==> config.mk <==
export PLATFORM = sky130hd
export DESIGN_NAME = rst_sequencer
export DESIGN_NICKNAME = d
export VERILOG_FILES = /design/src/rtl/rst_sequencer.sv
export SDC_FILE = /design/constraint.sdc
export NUM_CORES = 1
export LEC_CHECK = 0
export BUFFER_PORTS_ARGS = -buffer_cell sky130_fd_sc_hd__buf_4
export CORE_UTILIZATION = 40
export CTS_CLUSTER_DIAMETER = 80
export DETAILED_ROUTE_END_ITERATION = 16
export PLACE_DENSITY = 0.56
export SLEW_MARGIN = 40
export SYNTH_ARGS = -nofsm -noshare
export SYNTH_HDL_FRONTEND = slang
export SYNTH_SLANG_ARGS = --single-unit
==> constraint.sdc <==
create_clock -name clk -period 2 [get_ports clk]
set_input_delay 0.1 -clock clk [delete_from_list [all_inputs] [get_ports clk]]
set_output_delay 0.1 -clock clk [all_outputs]
set_load 0.01 [all_outputs]
==> src/rtl/rst_sequencer.sv <==
// rtl/rst_sequencer.sv - staged reset sequencer, releases STAGES reset outputs HOLD_CYCLES apart.
// Optional per-stage ready gating when RST_SEQ_READY_EN is defined.
module rst_sequencer #(
  parameter int STAGES      = 4,
  parameter int HOLD_CYCLES = 16,
  parameter int CNT_W       = 8,
  parameter     ACTIVE_HIGH = "YES"
) (
  input  logic              clk,
  input  logic              rst,
  input  logic              sw_rst_req,
`ifdef RST_SEQ_READY_EN
  input  logic [STAGES-1:0] stage_ready,
`endif
  output logic [STAGES-1:0] rst_out,
  output logic              busy,
  output logic              done
);

  localparam int               K_W      = (STAGES > 1) ? $clog2(STAGES) : 1;
  localparam logic [CNT_W-1:0] CNT_LAST = CNT_W'(HOLD_CYCLES - 1);
  localparam logic [K_W-1:0]   K_LAST   = K_W'(STAGES - 1);
  localparam logic             ASSERTED = (ACTIVE_HIGH == "YES");

  if (STAGES < 1 || STAGES > 16) begin : g_bad_stages
    $error("rst_sequencer: STAGES must be in 1..16");
  end
  if (HOLD_CYCLES < 1) begin : g_bad_hold
    $error("rst_sequencer: HOLD_CYCLES must be at least 1");
  end
  if ((longint'(HOLD_CYCLES) - 1) >= (longint'(1) << CNT_W)) begin : g_bad_cnt_w
    $error("rst_sequencer: CNT_W too narrow for HOLD_CYCLES");
  end

  typedef enum logic [1:0] {HOLD, RELEASE, RUN} state_t;

  state_t           state;
  logic [CNT_W-1:0] cnt;
  logic [K_W-1:0]   k;
  logic             armed;
  logic             advance;

`ifdef RST_SEQ_READY_EN
  assign advance = stage_ready[k];
`else
  assign advance = 1'b1;
`endif

  // The first edge after any reset only arms the counter, so stage j
  // releases exactly (j+1)*HOLD_CYCLES edges after the reset is dropped.
  always_ff @(posedge clk) begin
    if (rst || sw_rst_req) begin
      state   <= HOLD;
      cnt     <= '0;
      k       <= '0;
      armed   <= 1'b0;
      rst_out <= {STAGES{ASSERTED}};
      busy    <= 1'b1;
      done    <= 1'b0;
    end else begin
      done  <= 1'b0;
      armed <= 1'b1;
      if (armed && state != RUN) begin
        if (cnt == CNT_LAST) begin
          // Without ready, cnt simply stays saturated at CNT_LAST.
          if (advance) begin
            rst_out[k] <= ~ASSERTED;
            cnt        <= '0;
            if (k == K_LAST) begin
              state <= RUN;
              busy  <= 1'b0;
              done  <= 1'b1;
            end else begin
              k     <= k + 1'b1;
              state <= RELEASE;
            end
          end
        end else begin
          cnt <= cnt + 1'b1;
        end
      end
    end
  end

endmodule

Word-level counts from Yosys, hierarchy flattened
Index checks and enable logic that the tools add are counted.

Equal/unequal tests: 3. Order comparisons: 2. Add/sub/neg operators: 2. Reduce and logical (&&, ||, !) cells: 7. Mux-type cells: 6. Bitwise gates (word level): 5.

Operator list (count): 8-bit by 1-bit adder with 8-bit output, second input constant (1); 8-bit by 4-bit == test with 1-bit output, second input constant (1); 8-bit two-way mux (1); 3-bit AND reduction (2); 4-bit bitwise AND (1); 4-bit NOT (1); 2-bit by 3-bit < comparator with 1-bit output, second input constant (1); 1-bit two-way mux (3); 1-bit NOT (3); 3-bit OR reduction (1); 2-bit by 1-bit adder with 2-bit output, second input constant (1); 1-bit demux with 2-bit select (1); 2-bit == test, second input constant (1); 2-bit by 1-bit >= comparator with 1-bit output, second input constant (1); 1-bit logical AND (2); 2-bit two-way mux (1); 2-bit inequality test, second input constant (1); 2-bit AND reduction (1); 1-bit logical OR (1).

Output and inout bits: 6. Register bits: 19. Input port bits: 3. Word-level logic and storage cells: 32.

Logic depth before layout (Yosys ltp)
Gate-level depths: netlist (run 1).

Word-level depth: 6. Gate-level depth with buffers: 6. Gate-level depth less buffers: 5.

Least setup slack after synthesis (run 1)
OpenSTA, ideal clock, no wires.

Path type: register to register. From: register cnt[0]. To: register cnt[6]. Path buffers: 0. Arrival: 1322 ps. Cell stages (with the launch flop): 6. Setup slack: 619 ps. Library setup time: 59 ps. Required time: 1941 ps. Clock period less this slack: 1381 ps. Cells stage by stage: dfxtp_1 ha_1 and3_1 nand3_1 or4_1 nand2_1.

Longest elaborated chain between the ends: 2. Elaborated cells on any way between the ends: 3. Those cells by class: add/sub (1); eq/ne (1); mux (1).

RTL lines: start, declared (line 38) `logic [CNT_W-1:0] cnt;`; start signal, assigned (line 79) `cnt <= cnt + 1'b1;`; 8-bit by 1-bit adder with 8-bit output or 8-bit by 4-bit == test with 1-bit output (tied branches) (line 79, 64); 8-bit two-way mux (*) (line 64) `if (cnt == CNT_LAST) begin`.

Every way passes the cells marked *; elsewhere a longest branch is shown, timed or not. A chain may end at the register's enable or synchronous reset.

Final worst setup path (run 1)
From: register cnt[4]. To: register rst_out[3].

Longest elaborated chain between the ends: 2.

RTL lines: 8-bit by 4-bit == test with 1-bit output (line 64); 2-bit AND reduction (no line); end signal, assigned (line 57) `rst_out <= {STAGES{ASSERTED}};`; end signal, assigned by index (line 67) `rst_out[k] <= ~ASSERTED;`; end, declared (line 15) `output logic [STAGES-1:0] rst_out,`.

No other way between the ends.

==> impl_metrics.ini, run 1 <==
[synthesis]
synthCells = 88
yosysWarnings = 0
ys_async_sr_fraction_pct = 0
synthFlopType = dfxtp_1
seq_area_frac_synth_pct = 47.06
ys_ff_latch = 19
avgSynthCellArea_sq_um = 9.185
yosysTopAreaCell = dfxtp_1
netlist_area_sq_um = 808.3
synth.distinct_cells = 28
synth_edf_count = 0
synth.most_common_cell = dfxtp_1
synth_area_leaders = dfxtp_1, ha_1, a21oi_1
synth_common_cells = dfxtp_1, nand2_1, nor2_1
synth.top_cell.area_share_pct = 47.06
synth_nets = 96

[sta]
max_clock_freq_mhz = 643.8
skew_ns = 0.0009233
max-slew-margin-rel_pct = 67.70
slew_violations = 0
period_share_pct = 77.66
finalSetupTns_ns = 0
layout_setup_ws_ns = 0.4467
finalCriticalPeriod_ns = 1.553
worstMarginPinSlew_ns = 0.4845
final-hold-violation-count = 0
setup_viol = 0
grt_setup_unrepaired = no

[critical_path]
worstPathArrival_ns = 1.75
r2r_start = cnt[4]
r2r-end = rst_out[3]
worstSetupEndpointType = flop
worstSetupPathType = flop to flop
cpPeakStageDelay_ns = 0.43
cp-start-kind = flop
cp_cell_sequence = nor4_2 > and4_1 > nand2_4 > a21o_1
worstRegToRegCells = 4
slowest_stage = and4_1
cp-startpoint = cnt[4]
cp-endpoint = rst_out[3]
r2r_setup_slack_ns = 0.45
required_ns = 2.20
cp_max_fo = 8

[clock_tree]
cts-htree-levels = 1
cts_resized = 0
cts_root_buffer = clkbuf_4
cts_made_buffers = 3
clockBufferDepth = 2
cts_sinks = 19
post_cts_buffers = 0
clock_latency_ns = 0.29
hold_buffers = 0
cts_tree = yes
clk_pin_slew_worst_paths_ns = 0.10

[placed_design]
place_area_sq_um = 895.9
gp_congestion = 0.7427
pre_cts_ws_ns = 0.4641
port_buffers = 8
hpwl_mm = 1.013

[routing]
routed_wl_mm = 1.365
drtAntennaViolNets = 0
drc_errors = 0
vias = 628
drt_iter0_drc = 13
wl_per_cell_microns = 11.01
avgViaCountPerCell = 5.065
first_pass_iters = 4

[floorplanning]
boundaryPins = 9
die_h_microns = 46.95
start_util_pct = 44.86
num_rows = 15
core_sq_mm = 0.001802
die-area_sq_mm = 0.002204
dieWidth_microns = 46.95

[run_status]
status = completed

[power_and_ir_drop]
p_leak_nw = 0.3581
power_frac_seq_pct = 65.3
comb_power_share_pct = 3.0
switching_share_pct = 21.38
p_per_area_mw_per_mm2 = 635.0
irDropWorstVdd_mv = 0.3807
intPower_w = 0.0004610
pwr-share-clk_pct = 31.8
p_switching_w = 0.0001254

[layout]
synthToLayoutAreaGrowth_pct = 14.24
fin_nets = 108
final_area_sq_um = 923.4
drive_above_1_share_pct = 18.18
antennaDiodeCount = 0

[global_route]
grt_pass1_vias = 551
grt_usage_pct = 15.12
globalRouteOverflowTotal = 0
grt_antenna_before_repair = 0
grt_max_degree = 16
grt_pass1_wl_mm = 2.283

[job]
drv_cap = 0

[worst_hold_path]
hp-class = primary input to flop
[power by group through the flow]
stage / clock [W] / sequential [W] / combinational [W]
2_1_floorplan: 0 / 0.000391 / 0.0000111
3_3_place_gp: 0 / 0.000391 / 0.0000174
3_5_place_dp: 0 / 0.000391 / 0.0000175
4_1_cts: 0.000196 / 0.000383 / 0.0000175
5_1_grt: 0.000210 / 0.000383 / 0.0000200
6_report: 0.000186 / 0.000383 / 0.0000174
[sequential cells by signal, indices dropped and copies added (netlist names)]
| signal | cells |
|---|---|
| armed | 1 |
| cnt | 8 |
| done | 1 |
| busy | 1 |
| state | 2 |
| rst_out | 4 |
| k | 2 |
[through the flow]
stage / hold slack [ns] / power, W / instances / util [%]
after floorplan: 0.4040 / 0.0004018 / 88 / -
after global placement: 0.4401 / 0.0004086 / 120 / 49.72
after detailed placement: 0.4406 / 0.0004088 / 120 / 49.72
after CTS: 0.3821 / 0.0005965 / 124 / 51.25
after global routing: 0.4757 / 0.0006131 / 124 / 51.25
final: 0.3820 / 0.0005864 / 124 / 51.25
[per-layer routing]
metal | vias to the layer above | GRT usage (%) | wire length (microns)
li1 | 331 | - | -
met1 | 287 | 19.19 | 703
met2 | 10 | 23.61 | 601
met3 | 0 | 6.923 | 60
met4 | 0 | 3.429 | 0
met5 | - | 0 | 0
[worst max-delay path: cells and delay by family, from the launching register on]
family | cells | cell delay [ns]
and+or+nand+nor | 3 | 0.90
DFF | 1 | 0.39
AOI/OAI and AO/OA | 1 | 0.17
[layout by cell type, fill, tap and decap left out, types with 2 or more instances in the layout]
master    instances
a21o_1            2
a21oi_1           7
a31oi_1           4
buf_4            10
clkbuf_4          3
dfxtp_1          19
ha_1              5
inv_1             4
nand2_1           8
nand3_1           6
nand4_1           2
nor2_1            8
o21ai_0           3
or4_1             2
xor2_1            2
[worst min path at each step]
stage,from,end,slack (ns),depth (start not counted)
after global placement,rst_out[3],rst_out[3],0.44,1
after global routing,sw_rst_req,k[0],0.48,3
after detailed placement,rst_out[3],rst_out[3],0.44,1
after CTS,rst,state[1],0.38,3
final,rst,k[0],0.38,3
after floorplan,done,done,0.40,0
[kinds of logic (layout without fill, tap and decap cells)]
| kind of cell | count (synthesis) | count (layout) | share of synthesized area [%] |
|---|---|---|---|
| AOI/OAI and AO/OA | 19 | 19 | 14.39 |
| buffers and inverters | 8 | 19 | 4.643 |
| DFF | 19 | 19 | 47.06 |
| adders and majority gates | 5 | 5 | 7.740 |
| xor gates and xnor gates | 3 | 3 | 3.251 |
| and+or+nand+nor | 34 | 34 | 22.91 |
[area by class of cell]
| cell class | count | area, sq um |
|---|---|---|
| clock buffer | 3 | 22.52 |
| clock inverter | 1 | 5.005 |
| fill | 189 | 878.3 |
| inverter | 5 | 18.77 |
| multi-input combinational | 61 | 390.4 |
| sequential | 19 | 380.4 |
| tap | 25 | 31.28 |
| timing repair buffer | 10 | 75.07 |
Note: power is estimated with default switching activity, not from simulation.
==> run 2: changes to the inputs <==
- clock period: 2 -> 1.5 ns (I/O delays scaled with it)
==> run 2 against run 1 <==
  * First-iteration DRC count shrank 23%
  * Flip-flop and latch count is the same
  * Non-clock buffer count grew 6
  * Clock-buffer cell count grew 1
  * Die area is the same
  * Wire length grew 6.7%
  * Core utilization grew 3.8 points
  * Largest power group unchanged
  * Highest routed layer is now met4
==> impl_metrics.ini, run 2 (synthesis gave the netlist of run 1 again) <==
[run_status]
status = completed

[critical_path]
worstSetupPathType = flop to flop
required_ns = 1.70
cp_cell_sequence = ha_2 > and3_4 > and4_2 > nand2_4 > a21o_1
slowest_stage = dfxtp_2
worstPathArrival_ns = 1.59
worstSetupEndpointType = flop
cpPeakStageDelay_ns = 0.36
cp-start-kind = flop
cp_max_fo = 6

[sta]
grt_setup_unrepaired = no
finalSetupTns_ns = 0
finalCriticalPeriod_ns = 1.395
layout_setup_ws_ns = 0.1047
setup_viol = 0
slew_violations = 0
period_share_pct = 93.02
worstMarginPinSlew_ns = 0.2729
max-slew-margin-rel_pct = 81.76
final-hold-violation-count = 0
max_clock_freq_mhz = 716.7
skew_ns = 0.001452

[layout]
final_cell_mix = dfxtp_1, buf_4, nor2_1, nand2_1, a21oi_1
antennaDiodeCount = 0
largest_reg_flops = 8
reg_top3 = cnt x8, rst_out x4
regMostFlops = cnt
synthToLayoutAreaGrowth_pct = 22.76
fin_nets = 114
drive_above_1_share_pct = 27.62
final_common_cell = dfxtp_1

[routing]
drc_errors = 0
wl_per_cell_microns = 11.21
drt_iter0_drc = 10
vias = 654
drtAntennaViolNets = 0
routed_wl_mm = 1.457
first_pass_iters = 4
avgViaCountPerCell = 5.031

[placed_design]
hpwl_mm = 1.113
gp_congestion = 0.7490
port_buffers = 8
pre_cts_ws_ns = 0.02190

[clock_tree]
post_cts_buffers = 0
clockBufferDepth = 2
cts_made_buffers = 3
clock_latency_ns = 0.29
cts_root_buffer = clkbuf_4
cts_sinks = 19
cts_tree = yes
cts-htree-levels = 1
clk_pin_slew_worst_paths_ns = 0.10

[floorplanning]
start_util_pct = 44.86
num_rows = 15
dieWidth_microns = 46.95
die_h_microns = 46.95
boundaryPins = 9
die-area_sq_mm = 0.002204
core_sq_mm = 0.001802

[global_route]
globalRouteOverflowTotal = 0
grt_usage_pct = 15.49
grt_pass1_vias = 574
grt_pass1_wl_mm = 2.387
grt_max_degree = 11
grt_antenna_before_repair = 0

[job]
drv_cap = 0

[worst_hold_path]
hp-class = primary input to flop

[power_and_ir_drop]
irDropWorstVdd_mv = 0.5792
p_per_area_mw_per_mm2 = 793.6
p_leak_nw = 0.3871
run 2: per-stage QoR:
stage / power (W) / area [sq um] / util [%] / hold slack (ns) / instances
6_report: 0.0007874 / 992.2 / 55.07 / 0.1895 / 130
4_1_cts: 0.0007980 / 968.4 / 53.75 / 0.1906 / 130
2_1_floorplan: 0.0005358 / 808.3 / - / 0.3790 / 88
3_3_place_gp: 0.0005475 / 940.9 / 52.22 / 0.4376 / 126
5_1_grt: 0.0008230 / 992.2 / 55.07 / 0.2194 / 130
3_5_place_dp: 0.0005473 / 940.9 / 52.22 / 0.4432 / 126
run 2: layer usage:
layer / up-vias / global-route usage (%) / part of all wire (%)
li1: 344 / - / -
met1: 296 / 20.75 / 52
met2: 10 / 23.89 / 43
met3: 4 / 3.462 / 3.4
met4: 0 / 6.857 / 1.5
met5: - / 0 / 0
run 2: layout make-up:
type | instances | area [sq um]
Fill cell | 174 | 809.5
Sequential cell | 19 | 382.9
Timing Repair Buffer | 16 | 120.1
Tap cell | 25 | 31.28
Multi-Input combinational cell | 61 | 412.9
Clock buffer | 4 | 26.28
Inverter | 5 | 18.77
run 2: final timing paths:
kind	startpoint	slack, ns	cells after the start	end
worst min-delay path	rst	0.19	3	cnt[7]
worst min register to register	busy	0.47	1	busy
worst max-delay path	cnt[0]	0.10	5	rst_out[3]
worst max register to register	cnt[0]	0.10	5	rst_out[3]
run 2: timing repair:
item	CTS	global route
pin swaps	0	1
gates cloned	0	0
hold buffers	0	0
gates resized for setup	1	7
endpoints found under the setup margin	1	11
run 2: where the power goes:
part,switching (W),leakage [nW],internal (W)
clock network,0.000148,0.0150,0.000103
registers,0.00000355,0.155,0.000507
logic,0.0000151,0.218,0.0000104
run 2: critical path, delay by kind of cell (launching register included):
family / cells / cell delay (ns)
AND/OR/NAND/NOR: 3 / 0.58
flip-flops: 1 / 0.36
adder cells (fa/ha/maj): 1 / 0.18
AO/OA/AOI/OAI: 1 / 0.17
==> run 3: changes to the inputs <==
- GPL_ROUTABILITY_DRIVEN: unset -> 0
- PLACE_DENSITY: 0.56 -> 0.64
==> run 3 against run 2 <==
  * Final area unchanged
  * Non-clock buffer count up 1
  * Critical path depth down 1
  * Wire length up 2.7%
  * First-iteration DRC count unchanged
  * Sequential power about the same
  * Setup slack worse by 0.055 ns
  * Power up 0.57%
  * Register-to-register slack worse by 0.06 ns
  * Cell count up 0.77%
  * Global-route usage up 0.16 points
==> impl_metrics.ini, run 3 (synthesis gave the netlist of run 1 again) <==
[floorplanning]
dieWidth_microns = 46.95
start_util_pct = 44.86
boundaryPins = 9
die_h_microns = 46.95
core_sq_mm = 0.001802
die-area_sq_mm = 0.002204
num_rows = 15

[clock_tree]
cts_tree = yes
cts_sinks = 19
cts_made_buffers = 3
clockBufferDepth = 2
cts_root_buffer = clkbuf_4
clock_latency_ns = 0.29
cts-htree-levels = 1
clk_pin_slew_worst_paths_ns = 0.11

[job]
drv_cap = 0

[power_and_ir_drop]
p_per_area_mw_per_mm2 = 798.2
irDropWorstVdd_mv = 0.4817
p_leak_nw = 0.3923
finalPower_w = 0.0007919

[global_route]
grt_max_degree = 11
grt_pass1_wl_mm = 2.449
grt_pass1_vias = 595
grt_antenna_before_repair = 0
globalRouteOverflowTotal = 0
grt_usage_pct = 15.65

[sta]
finalSetupTns_ns = 0
final-hold-violation-count = 0
max-slew-margin-rel_pct = 76.32
skew_ns = 0.006164
period_share_pct = 96.69
finalCriticalPeriod_ns = 1.450
slew_violations = 0
max_clock_freq_mhz = 689.5
whs_ns = 0.1694
setup_viol = 0
worstMarginPinSlew_ns = 0.3522

[layout]
drive_above_1_share_pct = 28.30
fin_nets = 115
regMostFlops = cnt
reg_top3 = cnt x8, rst_out x4
synthToLayoutAreaGrowth_pct = 22.76
largest_reg_flops = 8
antennaDiodeCount = 0
final_cell_mix = dfxtp_1, buf_4, nor2_1, nand2_1, a21oi_1
n_fill_cell = 181

[routing]
avgViaCountPerCell = 4.977
drt_iter0_drc = 10
wl_per_cell_microns = 11.42
vias = 652
routed_wl_mm = 1.496
drc_errors = 0
first_pass_iters = 4
drtAntennaViolNets = 0

[run_status]
status = completed

[placed_design]
hpwl_mm = 1.058
port_buffers = 8

[critical_path]
worstSetupEndpointType = flop
cp-start-kind = flop
required_ns = 1.69
worstPathArrival_ns = 1.64
worstSetupPathType = flop to flop
worstRegToRegCells = 4
cp_max_fo = 6

[worst_hold_path]
hold_path_depth = 3
hp-class = primary input to flop
## run 3: routing by layer
layer	routed length, microns	vias to the layer above	global-route usage (%)
li1	-	344	-
met1	726	298	22.17
met2	724	8	23.61
met3	37	2	2.308
met4	8	0	6.857
met5	0	-	0
## run 3: what timing repair did
action / in CTS / in global routing
hold endpoints to repair: 0 / 0
endpoints found under the setup margin: 0 / 8
hold buffers: 0 / 0
buffers inserted: 0 / 0
gates resized for setup: 0 / 6
## run 3: final timing paths
path         startpoint     end  slack [ns]
min reg2reg        busy    busy        0.47
min          sw_rst_req  cnt[4]        0.17
max              cnt[4]    busy        0.05
max reg2reg      cnt[4]    busy        0.05
## run 3: final cells by class
class | instances | area (sq um) | area share (%)
Clock buffer | 4 | 26.28 | 2.648
Timing Repair Buffer | 17 | 127.6 | 12.86
Tap cell | 25 | 31.28 | 3.153
Sequential cell | 19 | 382.9 | 38.59
Multi-Input combinational cell | 61 | 405.4 | 40.86
Inverter | 5 | 18.77 | 1.892
## run 3: power by group
group	leakage (nW)	switching (W)	internal [W]
Sequential	0.155	0.00000320	0.000507
Clock	0.0150	0.000149	0.000103
Combinational	0.223	0.0000159	0.0000133
## run 3: per-stage QoR
stage                     area [sq um]  utilization [%]  worst slack (ns)  instances
final                            992.2            55.07           0.04961        131
after global routing             992.2            55.07          -0.02255        131
after CTS                        974.7            54.10           0.02114        131
after detailed placement         948.4            52.64           0.03597        127
after global placement           948.4            52.64           0.04505        127
after floorplan                  808.3                -            0.1189         88
## run 3: worst max-delay path, cell delays in order, from the launching register on
cell,delay (ns)
dfxtp_1,0.33
nor4_2,0.39
and4_2,0.38
nand2_4,0.07
a21o_1,0.17
